### config.mk
export PLATFORM = sky130hd
export DESIGN_NAME = reg_bank
export DESIGN_NICKNAME = d
export VERILOG_FILES = /design/src/rtl/reg_bank_pkg.sv /design/src/rtl/reg_bank_cell.sv /design/src/rtl/reg_bank.sv
export SDC_FILE = /design/constraint.sdc
export NUM_CORES = 2
export LEC_CHECK = 0
export CORE_ASPECT_RATIO = 0.5
export CORE_MARGIN = 2
export CORE_UTILIZATION = 67
export CTS_CLUSTER_SIZE = 10
export DETAILED_ROUTE_END_ITERATION = 7
export PLACE_DENSITY = 0.95
export SYNTH_ARGS = -nofsm -noshare
export SYNTH_HDL_FRONTEND = slang
export SYNTH_SLANG_ARGS = --single-unit
### constraint.sdc
create_clock -name clk -period 5.6 [get_ports clk]
set_input_delay 0.84 -clock clk [delete_from_list [all_inputs] [get_ports clk]]
set_output_delay 0.84 -clock clk [all_outputs]
set_load 0.1 [all_outputs]
### src/rtl/reg_bank_pkg.sv
// reg_bank_pkg: datapath-wide constants and types for the MIPS register file.
// Contents:
//   WIDTH, NREGS, SELECTOR : word width, register count, register-address width
//   reg_addr_t             : register-address type
//   word_t                 : data word type
//   REG_ZERO               : address of the hard-wired zero register
package reg_bank_pkg;

  localparam int WIDTH    = 32;
  localparam int NREGS    = 32;
  localparam int SELECTOR = 5;

  typedef logic [SELECTOR-1:0] reg_addr_t;
  typedef logic [WIDTH-1:0]    word_t;

  localparam reg_addr_t REG_ZERO = '0;

endpackage

### src/rtl/reg_bank_cell.sv
// reg_cell: one storage word of the register file.
// Ports:
//   clk    : rising-edge clock
//   reset  : synchronous active-high reset, clears the word
//   we_i   : write enable
//   d_i    : write data
//   q_o    : stored word
module reg_cell #(
  parameter int WIDTH = reg_bank_pkg::WIDTH
) (
  input  logic             clk,
  input  logic             reset,
  input  logic             we_i,
  input  logic [WIDTH-1:0] d_i,
  output logic [WIDTH-1:0] q_o
);

  logic [WIDTH-1:0] data_q;
  logic [WIDTH-1:0] data_d;

  always_comb begin
    data_d = data_q;
    if (we_i) data_d = d_i;
  end

  always_ff @(posedge clk) begin
    if (reset) data_q <= '0;
    else       data_q <= data_d;
  end

  assign q_o = data_q;

endmodule

### src/rtl/reg_bank.sv
// reg_bank: 32 x 32 general-purpose register file fed by a one-hot write select.
// Register 0 is hard-wired to zero. A write select carrying two or more set
// bits while reg_write is high is rejected (nothing is written) and latches
// the sticky sel_error flag until reset.
// Optional feature: define REG_BYPASS_EN to forward write_data to a read port
// addressing the register being legally written in the same cycle.
// Ports:
//   clk        : rising-edge clock
//   reset      : synchronous active-high reset (clears registers and sel_error)
//   reg_write  : write strobe
//   write_sel  : one-hot write select, bit i = register i, all-zero = register 0
//   write_data : write data
//   read_addr1 : port 1 address (rs)     read_data1 : port 1 data
//   read_addr2 : port 2 address (rt)     read_data2 : port 2 data
//   sel_error  : sticky multi-hot write-select flag
module reg_bank #(
  parameter int WIDTH    = reg_bank_pkg::WIDTH,
  parameter int NREGS    = reg_bank_pkg::NREGS,
  parameter int SELECTOR = reg_bank_pkg::SELECTOR
) (
  input  logic                clk,
  input  logic                reset,
  input  logic                reg_write,
  input  logic [NREGS-1:0]    write_sel,
  input  logic [WIDTH-1:0]    write_data,
  input  logic [SELECTOR-1:0] read_addr1,
  input  logic [SELECTOR-1:0] read_addr2,
  output logic [WIDTH-1:0]    read_data1,
  output logic [WIDTH-1:0]    read_data2,
  output logic                sel_error
);

  import reg_bank_pkg::*;

  logic [WIDTH-1:0] regs [NREGS];
  logic             multi_hot;
  logic             seen_one;
  logic             legal_write;
  logic             illegal_write;
  logic             sel_error_q;
  logic             sel_error_d;

  // Popcount >= 2 detection without a full adder tree: remember whether a
  // set bit has already been seen; a second one marks the vector multi-hot.
  always_comb begin
    seen_one  = 1'b0;
    multi_hot = 1'b0;
    for (int i = 0; i < NREGS; i++) begin
      if (write_sel[i]) begin
        if (seen_one) multi_hot = 1'b1;
        seen_one = 1'b1;
      end
    end
  end

  assign legal_write   = reg_write & ~multi_hot;
  assign illegal_write = reg_write &  multi_hot;

  assign regs[0] = '0;

  for (genvar i = 1; i < NREGS; i++) begin : g_cell
    reg_cell #(.WIDTH(WIDTH)) u_cell (
      .clk   (clk),
      .reset (reset),
      .we_i  (legal_write & write_sel[i]),
      .d_i   (write_data),
      .q_o   (regs[i])
    );
  end

  always_comb begin
    sel_error_d = sel_error_q;
    if (illegal_write) sel_error_d = 1'b1;
  end

  always_ff @(posedge clk) begin
    if (reset) sel_error_q <= 1'b0;
    else       sel_error_q <= sel_error_d;
  end

  assign sel_error = sel_error_q;

`ifdef REG_BYPASS_EN
  // A legal select is one-hot or zero, so write_sel[addr] alone identifies
  // the write target; address 0 is excluded so it keeps reading zero.
  always_comb begin
    read_data1 = regs[read_addr1];
    if (legal_write && (read_addr1 != REG_ZERO) && write_sel[read_addr1])
      read_data1 = write_data;
  end

  always_comb begin
    read_data2 = regs[read_addr2];
    if (legal_write && (read_addr2 != REG_ZERO) && write_sel[read_addr2])
      read_data2 = write_data;
  end
`else
  assign read_data1 = regs[read_addr1];
  assign read_data2 = regs[read_addr2];
`endif

endmodule

### Yosys cells after proc, flatten, opt, wreduce, memory -nomap -nowiden

Index checks and enable logic that the tools add are counted.
W data, S select, Z words.

* input bits: 77
* register bits after elaboration: 993

* bitwise gates (word level): 36
* mux-type cells: 99
* magnitude comparators: 2

Operators with widths (count)
* $bmux W32 S5: 2
* $mux W32: 4
* $mux W1: 93
* $and A1 B1 Y1: 33
* $ge A6 B6 Y1 const B: 2
* $not A5 Y6: 2
* $not A1 Y1: 1

### Logic depth before layout (Yosys ltp)

* depth in word-level cells: 66
* depth in mapped cells: 9

### Cells and area by module

From an unflattened synthesis, not the netlist that was laid out.

* cells, all modules: 4216
* area, all modules: 52276.4 um^2

By module, submodules not included
* reg_cell: cells an instance 103, area an instance 1163.6 um^2, times used 31, seq. area each 640.6 um^2
* reg_bank: cells an instance 1023, area an instance 16204.3 um^2, times used 1, seq. area each 20.0 um^2

### Worst setup path before layout

OpenSTA, ideal clock, no wires.

* path type: input to output
* start: in read_addr2[0]
* end: out read_data2[0]
* stages: 7
* arrival: 3612 ps
* path slack: 1148 ps
* cells stage by stage: clkbuf_1 > clkbuf_1 > clkbuf_1 > clkbuf_1 > mux4_2 > mux4_2 > mux2_2

* word-level cells in the longest chain between the ends: 4

RTL lines
* start: declaration: line reg_bank.sv:27 `input logic [SELECTOR-1:0] read_addr2,`
* $not A5 Y6 (implied by the code): line reg_bank.sv:99 `assign read_data2 = regs[read_addr2];`
* $bmux W32 S5: line reg_bank.sv:99
* $mux W32 (implied by the code) (2 in a row): line reg_bank.sv:99
* end: declaration: line reg_bank.sv:29 `output logic [WIDTH-1:0] read_data2,`

Every way passes these cells. The select of a mux whose other input is x is not followed.

### Final worst setup path

* start: in read_addr2[0]
* end: out read_data2[21]

Same word-level chain as after synthesis.

==> reports/results.txt <==
Post-CTS Setup Bufs: 0
asr flop ratio synth: 0%
Critical Path AT: 3.62 ns
Critical Path RT: 4.76 ns
Seq pwr share: 48.6%
Max VDD drop: 0.229 mV
EDFF count, synth: 0
CTS Buffer Depth: 3
total routed wirelength: 176000 um
Core ar.: 79700 um^2
CP Launch Type: input pin
met3 Use GR: 15.0%
fmax: 0.224 GHz
# setup viols final: 0
Power Dens Cells: 243 nW/um^2
Worst Max-Slew Pin Slew: 1.41 ns
top_reg_cell synth: dfxtp_1
clock power share: 44.4%
crit-path max FO: 39
post-synth top area cell: dfxtp_1
die height: 205 um
gr usage total: 42.3%
layout cells sized above 1: 24.7%
placed cell area: 57000 um^2
Distinct cells, synth: 42
Hold Vio Cnt, Final: 0
switching power: 3.49 mW
Syn Area/Cell: 12.3 um^2
crit share post-route: 79.6%
Post-CTS Hold Buffers: 0
fin area: 59900 um^2
post-route antenna net violation count: 0
DRC violations left: 0
count of input and output buffers: 141
M2 GR Usage: 62.6%
WL/cell: 32.6 um
Worst-path clk slew: 0.05 ns
DR pass1 iterations: 7
CTS Buf Count: 109
sw frac: 24.1%
fin crit period: 4.46 ns
die width: 406 um
RD Place Congestion: 0.926
setup ws final: 1.14 ns
clk sinks: 993
post-route setup TNS: 0 ns
Cells after Synth: 4395
critical path type: input pin to primary output
H-tree depth: 3
CTS tree: built
#FFs+latches synth: 993
Leak: 27.3 nW
die area: 83300 um^2
busiest grt layer: met2
worst skew pair latency: 0.72 ns
root buf cell: clkbuf_16
first-pass GRT wire length: 263000 um
Synth top area share: 36.7%
largest net degree at the start of global routing: 159
GRT met1 Usage: 50.7%
Setup WS pre-CTS: 0.733 ns
I/O pins: 142
outcome: completed
YS warnings: 0
Final nets: 4374
Synth Cell Area: 54200 um^2
hpwl dp: 99400 um
synth cell count leaders: nand2b_1, dfxtp_1, mux2i_1
MaxCap Viol Count: 0
Comb pwr share: 7.0%
RSZ-0062 raised after global routing: no
vias per cell: 7.42
sequential-to-total area share from yosys stat: 36.7%
skew final: 0 ns
Hold Path Class: flip-flop to flip-flop
initial drt markers: 5577
Initial Utilization: 68.0%
slew margin rel.: 5.99%
antenna violations before repair: 9
site row count: 73
CTS resizes: 0
Critical Path End Type: primary output
P&R area growth vs syn: 10.5%
top post-synthesis cells by area: dfxtp_1, mux4_2, mux2i_1
Layout Utilization: 75.1%
Via Count: 40100
GRT overflow: 0
Slew Limit Fails: 0
Int Power: 11.0 mW
Synth Net Count: 4472
vias in the first global route: 42000
leading cell type by number of instances after synthesis: nand2b_1
[logic make-up after synthesis]
kind of cell / after synthesis / synth area share [%]
compound gates: 88 / 1.36
simple gates: 1137 / 13.4
fa+ha+maj: 3 / 0.0554
buf+inv: 478 / 3.55
flops: 993 / 36.7
mux: 1696 / 44.9
[metrics by stage]
step                      hold WS [ns]  std cells  power [mW]
after floorplan                  0.458       4395        7.89
after global placement           0.467       5273        8.18
after detailed placement         0.476       5273        8.20
after CTS                        0.488       5393        14.4
after global routing             0.509       5401        14.8
final                            0.489       5406        14.5
[registers in the layout, indices dropped and copies added (netlist names)]
name / count
g_cell.u_cell.q_o: 992
sel_error: 1
[worst max-delay path, stage by stage]
cell and delay (ns):
buf_8 0.42, nor2b_4 0.62, buf_4 0.62, a22o_1 0.25, mux4_2 0.25, mux2_2 0.25, buf_4 0.32
[area by class of cell]
cell class / instances / area [um^2]
Fill cell: 4176 / 19800
Clock inverter: 4 / 71.3
Tap cell: 1087 / 1360
Sequential cell: 993 / 19900
Timing Repair Buffer: 269 / 3140
Clock buffer: 116 / 2840
Antenna cell: 13 / 32.5
Multi-Input combinational cell: 2924 / 32600
[power by group through the flow]
stage	sequential, mW	clock (mW)	combinational [mW]
floorplan	7.22	0	0.670
global placement	7.22	0	0.964
detailed placement	7.22	0	0.975
CTS	7.07	6.40	0.981
global route	7.06	6.67	1.03
finish	7.07	6.45	1.01
[routing by layer]
layer | up-vias | part of all wire (%)
met5 | - | 0.032
met4 | 4 | 8.6
met3 | 1103 | 13
met2 | 3254 | 44
met1 | 19900 | 34
li1 | 15900 | -
[cells in the final DEF (no fill, tap or decap), types with 4 or more instances in the layout]
cell             netlist  final
diode_2                0     13
dfxtp_1              993    993
nor3_1                27     27
buf_8                  0      5
nor2_1                 6      6
clkbuf_16              0    113
buf_4                  5    121
or3_1                  5      5
buf_12                 0     73
a22o_1                66     66
nand3_4                0      7
mux2_2               128    128
nand4_4               15     22
and2_1                 5      5
nor4_1                 4      4
nand2_1               23     23
clkdlybuf4s50_1        0     66
nand2b_1            1024   1024
mux2i_1              992    992
mux4_2               576    576
[worst paths after layout]
check | startpoint | end | slack (ns) | cells past startpoint
setup / recovery | read_addr2[0] | read_data2[21] | 1.14 | 7
hold / removal | g_cell[30].u_cell.q_o[1] | g_cell[30].u_cell.q_o[1] | 0.49 | 2
setup reg to reg | g_cell[4].u_cell.q_o[3] | g_cell[4].u_cell.q_o[3] | 4.76 | 2
hold reg to reg | g_cell[30].u_cell.q_o[1] | g_cell[30].u_cell.q_o[1] | 0.49 | 2
Note: power is estimated with default switching activity, not from simulation.
